`config.mk`:
```
export PLATFORM = sky130hd
export DESIGN_NAME = cga_lut_arbiter
export DESIGN_NICKNAME = d
export VERILOG_FILES = /design/src/rtl/cga_lut_pkg.sv /design/src/rtl/cga_lut_stall_mon.sv /design/src/rtl/cga_lut_arbiter.sv
export SDC_FILE = /design/constraint.sdc
export NUM_CORES = 1
export LEC_CHECK = 0
export ABC_AREA = 1
export CORE_AREA = 3 3 74 93
export DETAILED_ROUTE_END_ITERATION = 8
export DIE_AREA = 0 0 77 96
export HOLD_SLACK_MARGIN = 0.05
export PLACE_DENSITY = 0.68
export SLEW_MARGIN = 20
export SYNTH_ARGS = -nofsm -noshare
export SYNTH_HDL_FRONTEND = slang
export SYNTH_SLANG_ARGS = --single-unit
```
`constraint.sdc`:
```
create_clock -name clk -period 2 [get_ports clk]
set_input_delay 0.4 -clock clk [delete_from_list [all_inputs] [get_ports clk]]
set_output_delay 0.4 -clock clk [all_outputs]
set_load 0.02 [all_outputs]
```
`src/rtl/cga_lut_pkg.sv`:
```
// ============================================================================
// Module   : cga_lut_pkg
// Brief    : Shared types and constants for the CGA composite LUT arbiter.
//            Optional host readback is enabled by macro CGA_LUT_HOST_RD_EN.
// Revision : 1.0 - initial release
// ============================================================================
`default_nettype none

package cga_lut_pkg;

    // Default geometry of the pattern LUT and starvation threshold
    localparam int DEF_ADDR_W    = 16;
    localparam int DEF_DATA_W    = 18;
    localparam int DEF_STALL_MAX = 15;

    // Request-to-data latencies seen by video and host readers
    localparam int VID_LAT     = 2;
    localparam int HOST_RD_LAT = 2;

    // Arbiter state; the read-path states exist only when readback is built in
`ifdef CGA_LUT_HOST_RD_EN
    typedef enum logic [1:0] {
        IDLE    = 2'd0,
        RD_WAIT = 2'd1,
        RD_CAP  = 2'd2,
        ACK     = 2'd3
    } lut_state_t;
`else
    typedef enum logic [1:0] {
        IDLE    = 2'd0,
        ACK     = 2'd3
    } lut_state_t;
`endif

endpackage

`default_nettype wire

```
`src/rtl/cga_lut_stall_mon.sv`:
```
// ============================================================================
// Module   : cga_lut_stall_mon
// Brief    : Saturating count of host cycles denied by video, with a sticky
//            starvation flag raised when the count reaches STALL_MAX.
// Revision : 1.0 - initial release
// ============================================================================
`default_nettype none

module cga_lut_stall_mon
    import cga_lut_pkg::*;
#(
    parameter int STALL_MAX = DEF_STALL_MAX
) (
    input  logic clk,
    input  logic rst,
    input  logic i_inc,
    input  logic i_clr,
    output logic o_stall_err
);

    localparam int                 c_CNT_W = $clog2(STALL_MAX + 1);
    localparam logic [c_CNT_W-1:0] c_MAX   = c_CNT_W'(STALL_MAX);
    localparam logic [c_CNT_W-1:0] c_ONE   = c_CNT_W'(1);

    logic [c_CNT_W-1:0] r_cnt;
    logic [c_CNT_W-1:0] w_cnt_nxt;
    logic               r_stall_err;

    // Next count: clear on grant, otherwise step towards the saturation point
    always_comb begin
        w_cnt_nxt = r_cnt;
        if (i_clr) begin
            w_cnt_nxt = '0;
        end else if (i_inc && (r_cnt != c_MAX)) begin
            w_cnt_nxt = r_cnt + c_ONE;
        end
    end

    // Counter register and sticky flag that only reset can clear
    always_ff @(posedge clk) begin
        if (rst) begin
            r_cnt       <= '0;
            r_stall_err <= 1'b0;
        end else begin
            r_cnt <= w_cnt_nxt;
            if (w_cnt_nxt == c_MAX) begin
                r_stall_err <= 1'b1;
            end
        end
    end

    assign o_stall_err = r_stall_err;

endmodule

`default_nettype wire

```
`src/rtl/cga_lut_arbiter.sv`:
```
// ============================================================================
// Module   : cga_lut_arbiter
// Brief    : Shares a single-port synchronous palette LUT between a fixed
//            latency video reader (absolute priority) and a host port.
//            Macro CGA_LUT_HOST_RD_EN adds host readback; without it a host
//            read is acknowledged without touching the RAM.
// Revision : 1.0 - initial release
// ============================================================================
`default_nettype none

module cga_lut_arbiter
    import cga_lut_pkg::*;
#(
    parameter int ADDR_W    = DEF_ADDR_W,
    parameter int DATA_W    = DEF_DATA_W,
    parameter int STALL_MAX = DEF_STALL_MAX
) (
    input  logic              clk,
    input  logic              reset,
    input  logic              vid_req,
    input  logic [ADDR_W-1:0] vid_addr,
    output logic [DATA_W-1:0] vid_data,
    output logic              vid_valid,
    input  logic              host_req,
    input  logic              host_we,
    input  logic [ADDR_W-1:0] host_addr,
    input  logic [DATA_W-1:0] host_wdata,
    output logic              host_ack,
    output logic [DATA_W-1:0] host_rdata,
    output logic [ADDR_W-1:0] ram_addr,
    output logic              ram_we,
    output logic [DATA_W-1:0] ram_wdata,
    input  logic [DATA_W-1:0] ram_rdata,
    output logic              stall_err
);

    lut_state_t         r_state;
    logic               r_host_ack;
    logic [VID_LAT-1:0] r_vid_pipe;
    logic [DATA_W-1:0]  r_vid_data;
    logic               w_idle;
    logic               w_grant;
    logic               w_stall_inc;

    // Host is only considered in IDLE and only when video leaves the RAM free;
    // reset masks requests so nothing is granted while it is held.
    assign w_idle      = (r_state == IDLE);
    assign w_grant     = w_idle && host_req && !vid_req && !reset;
    assign w_stall_inc = w_idle && host_req &&  vid_req && !reset;

    // RAM port: video wins the address; writes happen only on a host grant
    assign ram_addr  = vid_req ? vid_addr : host_addr;
    assign ram_we    = w_grant && host_we;
    assign ram_wdata = host_wdata;

    // Video pipe: stage 0 marks the cycle where RAM data returns, last stage qualifies vid_data
    always_ff @(posedge clk) begin
        if (reset) begin
            r_vid_pipe <= '0;
            r_vid_data <= '0;
        end else begin
            r_vid_pipe <= {r_vid_pipe[VID_LAT-2:0], vid_req};
            if (r_vid_pipe[VID_LAT-2]) begin
                r_vid_data <= ram_rdata;
            end
        end
    end

    assign vid_valid = r_vid_pipe[VID_LAT-1];
    assign vid_data  = r_vid_data;

`ifdef CGA_LUT_HOST_RD_EN
    logic [DATA_W-1:0] r_host_rdata;

    // Host FSM: writes ack one cycle after grant, reads capture RAM data one cycle later
    always_ff @(posedge clk) begin
        if (reset) begin
            r_state      <= IDLE;
            r_host_ack   <= 1'b0;
            r_host_rdata <= '0;
        end else begin
            r_host_ack <= 1'b0;
            case (r_state)
                IDLE: begin
                    if (w_grant) begin
                        if (host_we) begin
                            r_state    <= ACK;
                            r_host_ack <= 1'b1;
                        end else begin
                            r_state <= RD_WAIT;
                        end
                    end
                end
                RD_WAIT: begin
                    r_state      <= RD_CAP;
                    r_host_ack   <= 1'b1;
                    r_host_rdata <= ram_rdata;
                end
                RD_CAP:  r_state <= IDLE;
                ACK:     r_state <= IDLE;
                default: r_state <= IDLE;
            endcase
        end
    end

    assign host_rdata = r_host_rdata;
`else
    // Host FSM: every granted access, read or write, acks one cycle after grant
    always_ff @(posedge clk) begin
        if (reset) begin
            r_state    <= IDLE;
            r_host_ack <= 1'b0;
        end else begin
            r_host_ack <= 1'b0;
            case (r_state)
                IDLE: begin
                    if (w_grant) begin
                        r_state    <= ACK;
                        r_host_ack <= 1'b1;
                    end
                end
                ACK:     r_state <= IDLE;
                default: r_state <= IDLE;
            endcase
        end
    end

    assign host_rdata = '0;
`endif

    assign host_ack = r_host_ack;

    cga_lut_stall_mon #(
        .STALL_MAX (STALL_MAX)
    ) u_stall_mon (
        .clk         (clk),
        .rst         (reset),
        .i_inc       (w_stall_inc),
        .i_clr       (w_grant),
        .o_stall_err (stall_err)
    );

endmodule

`default_nettype wire

```
Yosys cells after proc, flatten, opt, wreduce, memory -nomap -nowiden
Cells that the tools add are included.
{"block": "word_totals", "ff_bits": 27, "in_bits": 73, "output_inout_bits": 74, "wordCells": 25}
{"block": "op_classes", "n_addsub": 1, "eq_ne": 2, "muxes": 4, "bitwise": 1, "n_reduce_logical": 11}
{"operator": "two-way mux 16 bit", "n": 1}
{"operator": "two-way mux 4 bit", "n": 2}
{"operator": "logical AND 1 bit", "n": 7}
{"operator": "adder 4 x 1 -> 4 bit, second input constant", "n": 1}
{"operator": "== test 4 bit, second input constant", "n": 1}
{"operator": "inequality test 4 bit, second input constant", "n": 1}
{"operator": "zero test 1 bit", "n": 2}
{"operator": "zero test 2 bit", "n": 1}
{"operator": "OR reduction 2 bit", "n": 1}
{"operator": "two-way mux 1 bit", "n": 1}
{"operator": "inverter 1 bit", "n": 1}

Logic depth before layout (Yosys ltp)
Gate-level depths: netlist (run 1).
{"block": "depth", "depth_word": 8, "depth_mapped": 9, "ltp_nobuf": 9}

Cells and area by module
A second synthesis (run 1) with hierarchy kept.
{"block": "unflattened", "hier_cells": 223, "hier_area_um2": 1617.8}
{"mod": "cga_lut_arbiter", "instances": 1, "cells_per_inst": 184, "area_per_inst_um2": 1356.3, "seq_area_each_um2": 440.4}
{"mod": "cga_lut_stall_mon", "instances": 1, "cells_per_inst": 39, "area_per_inst_um2": 261.5, "seq_area_each_um2": 100.1}

Worst setup path after synthesis (run 1)
No wires, ideal clock.
{"block": "synth_timing", "path_kind": "input-to-output", "startpoint": "input vid_req", "endpoint": "output ram_addr[10]", "t_arrival_ns": 1.091, "required_time_ns": 1.600, "slack_ns": 0.509, "path_stages": 5, "n_path_buf": 2, "path_cell_list": "buf_6 inv_4 clkbuf_1 nand2_1 nand2_1"}
{"block": "synth_between", "elab_chain_len": 1}
{"item": "from (decl)", "line_no": "cga_lut_arbiter.sv:20", "source": "input logic vid_req,"}
{"item": "two-way mux 16 bit", "line_no": "cga_lut_arbiter.sv:52", "source": "assign ram_addr = vid_req ? vid_addr : host_addr;"}
{"item": "to (decl)", "line_no": "cga_lut_arbiter.sv:30", "source": "output logic [ADDR_W-1:0] ram_addr,"}
Every way passes these cells.

Worst setup path after layout (run 1)
{"block": "layout_timing", "startpoint": "input reset", "endpoint": "output ram_we"}
{"block": "layout_between", "elab_chain_len": 3}
{"item": "from (decl)", "line_no": "cga_lut_arbiter.sv:19", "source": "input logic reset,"}
{"item": "zero test 1 bit", "line_no": "cga_lut_arbiter.sv:48", "source": "assign w_grant = w_idle && host_req && !vid_req && !reset;"}
{"item": "logical AND 1 bit", "line_no": "cga_lut_arbiter.sv:48"}
{"item": "logical AND 1 bit", "line_no": "cga_lut_arbiter.sv:53", "source": "assign ram_we = w_grant && host_we;"}
{"item": "to (decl)", "line_no": "cga_lut_arbiter.sv:31", "source": "output logic ram_we,"}
Every way passes these cells.

==> flow_summary_export.csv, run 1 <==
group,metric,value,unit
synthesis,synth_compound_gate_area_share,5.99,%
cells_and_area,area.sequential,541,sq um
cells_and_area,layout.cells.most_common,"sky130_fd_sc_hd__clkdlybuf4s50_1",
power,power_frac_comb,31.2,%
setup_path,cp_max_fo,4,
routing,wl_per_cell,11.2,um
clocking,cts_tree,"done",
synthesis,number_of_standard_cells_after_synthesis,221,
timing,rsz_0062_raised_after_global_routing,"no",
synthesis,synth_top_area_share,35.9,%
clocking,worst_setup_hold_path_clk_slew,80,ps
cells_and_area,finish.cell_count_without_fillers,381,
setup_path,crit_required,1600,ps
floorplan,io-pin-count,147,
cells_and_area,multiInputGateArea,657,sq um
cells_and_area,most-common-layout-cells,"sky130_fd_sc_hd__clkdlybuf4s50_1 (74), sky130_fd_sc_hd__nand2_1 (58), sky130_fd_sc_hd__nor2_1 (44), sky130_fd_sc_hd__dfxtp_1 (27), sky130_fd_sc_hd__conb_1 (18)",
place,placed_instances,377,
clocking,cts-root-to-sink-buffers,2,
timing,total_setup_violations_reported_at_the_end_of_the_flow,0,
synthesis,synthDominantAreaCellType,"sky130_fd_sc_hd__dfxtp_1",
timing,period_utilization,95.4,%
synthesis,ys_ff_latch,27,
timing,min_period,1910,ps
power,powerDensity,535,nW/um^2
global_route,global_route.overflow_total,0,
cells_and_area,n_antenna_cell,0,
cells_and_area,fraction_of_final_layout_cells_with_drive_strength_greater_than_1,6.08,%
power,total_switching_power,372,uW
outcome,status,"completed",
floorplan,floorplan.die_area,7390,sq um
clocking,postCtsHoldBufs,0,
synthesis,synth.yosys.warnings,0,
timing,hold_violations,0,
routing,detailedRoute.firstIterationViolations,62,
floorplan,die_height,96,um
flow_run,maxCapViolCount,0,
synthesis,synth.avg_cell_area,6.81,sq um
timing,maxSlewHeadroom,60.9,%
routing,wl,4270,um
synthesis,synth.lib_cells_used.distinct,21,
global_route,track_usage,11.1,%
global_route,via_count_of_the_first_global_routing_pass,1501,
synthesis,yosysSeqAreaShare,35.9,%
routing,ant_nets,0,
power,seq_power_share,45.5,%
power,total_internal_power,913,uW
routing,drtPass1Iterations,4,
clocking,cts_buffers,3,
timing,slew_viol_final,0,
synthesis,synth_area,1510,sq um
routing,dr_total_vias,1528,
cells_and_area,finalNetCount,371,
clocking,cts.repair_timing.setup_buffer_count,0,
synthesis,muxShareOfSynthArea,0,%
floorplan,starting_density_of_the_core,24.6,%
floorplan,fp-row-count,32,
setup_path,worstSetupEndpointType,"output pin",
power,p_leak,0.00120,uW
synthesis,simple_gate_portion_of_the_synthesized_area,31.8,%
global_route,initial_antenna_violation_count,1,
synthesis,synth_top_family_by_area,"simple AND/OR/NAND/NOR gates",
place,gpl.final_weighted_congestion,0.779,
clocking,ctsHtreeMaxLevel,1,
clocking,clk_root_buffer_cell,"sky130_fd_sc_hd__clkbuf_8",
routing,drt_drc_violations_left,0,
synthesis,synthAdderAreaFrac,0.831,%
clocking,clock-sinks,27,
synthesis,synth_top_cells_by_area,"sky130_fd_sc_hd__dfxtp_1 (36%), sky130_fd_sc_hd__buf_4 (18%), sky130_fd_sc_hd__nand2_1 (14%)",
timing,tightestPinTransition,586,ps
power,p_sw_share,29.0,%
clocking,clock_latency_on_the_worst_skew_pair,260,ps
timing,fin_worst_skew,4.67,ps
floorplan,floorplan.core_area,6130,sq um
setup_path,setup.worst_path.class,"primary input to output pin",
cells_and_area,area_delta_synth_final,59.5,%
synthesis,synth_xor_area_share,0.582,%
setup_path,worstSetupStartpointType,"primary input",
power,pwr-share-clk,23.3,%
setup_path,arrival,1510,ps
place,place.port_buffers,92,
routing,routed_via_density,4.01,
timing,finalHoldWorstSlack,458,ps
floorplan,die_width,77,um
place,dp_hpwl,3450,um
power,vdd_drop_max,0.207,mV
global_route,grt_start_max_net_pins,22,
hold_path,worstHoldPathType,"register to register",
global_route,grt_pass1_wl,6560,um
timing,fmaxAchievable,524,MHz
cells_and_area,final.fill_count,647,
## per-layer routing
layer | part of all wire, % | up-vias | GRT usage, % | wire [um]
li1 | - | 767 | - | -
met1 | 41 | 643 | 12.4 | 1760
met2 | 44 | 96 | 19.5 | 1890
met3 | 11 | 20 | 3.18 | 482
met4 | 2.9 | 2 | 5.34 | 122
met5 | 0.30 | - | 0 | 13
## stage by stage
step                      TNS, ps  worst slack [ps]  area (sq um)  power [uW]  utilization [%]
final                           0              91.9          2400        1290             39.2
after global routing            0              6.06          2400        1360             39.2
after CTS                       0              2.49          2380        1310             38.8
after detailed placement    -5710              -381          2340        1010             38.2
after global placement      -5750              -360          2340        1010             38.2
after floorplan                 0               509          1570         858                -
## logic make-up (layout without fill, tap and decap cells)
group / Yosys count / in the layout
and+or+nand+nor: 114 / 114
buffers and inverters: 59 / 117
DFF: 27 / 27
AOI/OAI and AO/OA: 18 / 18
adders and majority gates: 1 / 1
other: 1 / 18
xor gates and xnor gates: 1 / 1
## synthesized netlist by cell type, drive strengths merged
| cell | n |
|---|---|
| buf | 41 |
| clkbuf | 3 |
| conb | 1 |
| dfxtp | 27 |
| ha | 1 |
| inv | 15 |
| nand2 | 59 |
| nand3 | 8 |
| nand4 | 1 |
| nor2 | 46 |
| o21ai | 18 |
| xor2 | 1 |
## cell type report
| type | count | area share, % |
|---|---|---|
| timing repair buffer | 98 | 41.4 |
| multi-input combinational | 152 | 27.4 |
| sequential | 27 | 22.5 |
| tap | 85 | 4.43 |
| inverter | 15 | 2.45 |
| clock buffer | 4 | 1.88 |
## flip-flops by register name, indices dropped and copies added, names as in the netlist
register                 flops
host_ack                     1
r_state                      1
r_vid_pipe                   2
u_stall_mon.o_stall_err      1
vid_data                    18
u_stall_mon.r_cnt            4
## worst paths after layout
check / startpoint / endpoint / slack (ps) / depth (start not counted)
max: reset / ram_we / 90 / 5
min: u_stall_mon.o_stall_err$_SDFFE_PP0N_ / u_stall_mon.o_stall_err$_SDFFE_PP0N_ / 460 / 2
max reg2reg: u_stall_mon.r_cnt[1]$_SDFF_PP0_ / u_stall_mon.o_stall_err$_SDFFE_PP0N_ / 650 / 6
min reg2reg: u_stall_mon.o_stall_err$_SDFFE_PP0N_ / u_stall_mon.o_stall_err$_SDFFE_PP0N_ / 460 / 2
## power by group through the flow
stage	combinational (uW)	clock (uW)	sequential (uW)
floorplan	235	0	623
global placement	414	0	597
detailed placement	415	0	597
CTS	409	315	585
global route	435	336	588
finish	401	300	585
## worst max-delay path, stage by stage
cell,delay [ps]
sky130_fd_sc_hd__clkdlybuf4s50_1,490
sky130_fd_sc_hd__inv_2,100
sky130_fd_sc_hd__nand4_2,110
sky130_fd_sc_hd__nor2_1,100
sky130_fd_sc_hd__clkdlybuf4s15_1,300
## what timing repair did
item,CTS,global route
endpoints found under the setup margin,17,10
cloned,0,0
hold endpoints to repair,0,0
resized for setup,11,10
Power figures use the tool's default switching activity.
==> inputs of run 2 (changes only) <==
--- a/config.mk
+++ b/config.mk
@@ -10,6 +10,7 @@
 export DETAILED_ROUTE_END_ITERATION = 8
 export DIE_AREA = 0 0 77 96
 export HOLD_SLACK_MARGIN = 0.05
+export MAX_ROUTING_LAYER = met4
 export PLACE_DENSITY = 0.68
 export SLEW_MARGIN = 20
 export SYNTH_ARGS = -nofsm -noshare
==> flow_summary_export.csv, run 2 (synthesis results as in run 1) <==
group,metric,value,unit
outcome,status,"completed",
setup_path,worstSetupEndpointType,"output pin",
cells_and_area,most-common-layout-cells,"sky130_fd_sc_hd__clkdlybuf4s50_1 (74), sky130_fd_sc_hd__nand2_1 (58), sky130_fd_sc_hd__nor2_1 (44), sky130_fd_sc_hd__dfxtp_1 (27), sky130_fd_sc_hd__conb_1 (18)",
power,p_leak,0.00120,uW
floorplan,floorplan.core_area,6130,sq um
power,powerDensity,535,nW/um^2
clocking,clock-sinks,27,
place,gpl.final_weighted_congestion,0.790,
timing,fmaxAchievable,524,MHz
setup_path,arrival,1510,ps
routing,wl_per_cell,11.2,um
routing,routed_via_density,3.99,
timing,min_period,1910,ps
place,place.port_buffers,92,
flow_run,maxCapViolCount,0,
floorplan,io-pin-count,147,
floorplan,fp-row-count,32,
timing,period_utilization,95.4,%
global_route,via_count_of_the_first_global_routing_pass,1500,
setup_path,critical_path.endpoint,"ram_we",
place,dp_hpwl,3450,um
clocking,postCtsHoldBufs,0,
setup_path,worstSetupStartpointType,"primary input",
clocking,cts_tree,"done",
global_route,initial_antenna_violation_count,1,
setup_path,reg2reg_launch_point,"u_stall_mon.r_cnt[0]$_SDFF_PP0_",
clocking,clk_root_buffer_cell,"sky130_fd_sc_hd__clkbuf_8",
routing,detailedRoute.firstIterationViolations,80,
timing,tightestPinTransition,592,ps
cells_and_area,layout.cells.most_common,"sky130_fd_sc_hd__clkdlybuf4s50_1",
global_route,grt_pass1_wl,6560,um
cells_and_area,final_area,2400,sq um
timing,slew_viol_final,0,
global_route,track_usage,11.4,%
cells_and_area,finish.cell_count_without_fillers,382,
routing,dr_total_vias,1526,
routing,wl,4270,um
floorplan,die_width,77,um
hold_path,hold_depth,2,
setup_path,critical_path.reg2reg.endpoint,"u_stall_mon.o_stall_err$_SDFFE_PP0N_",
setup_path,crit_required,1600,ps
clocking,cts-root-to-sink-buffers,2,
hold_path,worstHoldPathType,"register to register",
clocking,worst_setup_hold_path_clk_slew,80,ps
routing,drtPass1Iterations,4,
timing,maxSlewHeadroom,60.5,%
floorplan,floorplan.die_area,7390,sq um
clocking,clock_latency_on_the_worst_skew_pair,260,ps
setup_path,timing.critical_path.from,"reset",
place,dpl-instance-area,2340,sq um
timing,total_setup_violations_reported_at_the_end_of_the_flow,0,
cells_and_area,fraction_of_final_layout_cells_with_drive_strength_greater_than_1,6.08,%
timing,fin_worst_skew,4.59,ps
cells_and_area,finalNetCount,371,
setup_path,setup.worst_path.class,"primary input to output pin",
timing,rsz_0062_raised_after_global_routing,"no",
setup_path,cp_max_fo,4,
routing,ant_nets,0,
global_route,global_route.overflow_total,0,
cells_and_area,area_delta_synth_final,59.7,%
timing,finalHoldWorstSlack,458,ps
power,total_power,1290,uW
routing,drt_drc_violations_left,0,
cells_and_area,number_of_flip_flops_in_the_largest_register,18,
floorplan,die_height,96,um
clocking,cts_buffers,3,
global_route,grt_start_max_net_pins,22,
timing,hold_violations,0,
power,vdd_drop_max,0.207,mV
floorplan,starting_density_of_the_core,24.6,%
setup_path,number_of_cells_on_the_worst_reg_to_reg_path,8,
place,placed_instances,377,
setup_path,r2r_slack,660,ps
clocking,ctsHtreeMaxLevel,1,
[run 2: cell types whose count changed in the layout (fill, tap and decap cells not counted), sizes merged]
cell / delta
diode: +1
[run 2: how the worst min path moves through the flow]
stage / from / end / slack, ps
global placement: u_stall_mon.o_stall_err$_SDFFE_PP0N_ / u_stall_mon.o_stall_err$_SDFFE_PP0N_ / 440
global route: u_stall_mon.o_stall_err$_SDFFE_PP0N_ / u_stall_mon.o_stall_err$_SDFFE_PP0N_ / 500
CTS: u_stall_mon.o_stall_err$_SDFFE_PP0N_ / u_stall_mon.o_stall_err$_SDFFE_PP0N_ / 460
finish: u_stall_mon.o_stall_err$_SDFFE_PP0N_ / u_stall_mon.o_stall_err$_SDFFE_PP0N_ / 460
detailed placement: u_stall_mon.o_stall_err$_SDFFE_PP0N_ / u_stall_mon.o_stall_err$_SDFFE_PP0N_ / 450
floorplan: reset / r_vid_pipe[1]$_SDFF_PP0_ / 470
[run 2: layer usage]
layer,wire length [um],vias to the layer above,track usage (%)
met5,0,-,-
met2,1870,96,19.5
met4,117,0,5.34
met1,1830,643,12.8
li1,-,769,-
met3,449,18,2.43
[run 2: per-stage QoR]
step | util [%] | TNS (ps) | worst slack (ps)
after global placement | 38.2 | -5750 | -360
after floorplan | - | 0 | 509
after detailed placement | 38.2 | -5710 | -381
after CTS | 38.8 | 0 | 2.49
after global routing | 39.2 | 0 | 6.06
final | 39.2 | 0 | 92.4
[run 2: power by group]
group,internal (uW),leakage (uW),switching [uW]
Clock,142,0.0000228,157
Combinational,204,0.000956,197
Sequential,567,0.000222,18.0
Total,913,0.00120,372
[run 2: repair_timing]
item	in CTS	in global routing
setup buffers	0	0
setup endpoints to repair	17	10
gates resized for setup	11	10
pin swaps	0	0
endpoints found under the hold margin	0	0
[run 2: layout make-up]
type	instances	area (sq um)
well taps	85	106
clock buffers	4	45.0
fillers	646	3720
diodes	1	2.50
multi-input cells	152	657
flip-flops and latches	27	541
repair buffers	98	993
inverters	15	58.8
[run 2: worst max-delay path: stages]
cell                              delay (ps)
sky130_fd_sc_hd__clkdlybuf4s50_1         490
sky130_fd_sc_hd__inv_2                   100
sky130_fd_sc_hd__nand4_2                 110
sky130_fd_sc_hd__nor2_1                  100
sky130_fd_sc_hd__clkdlybuf4s15_1         300
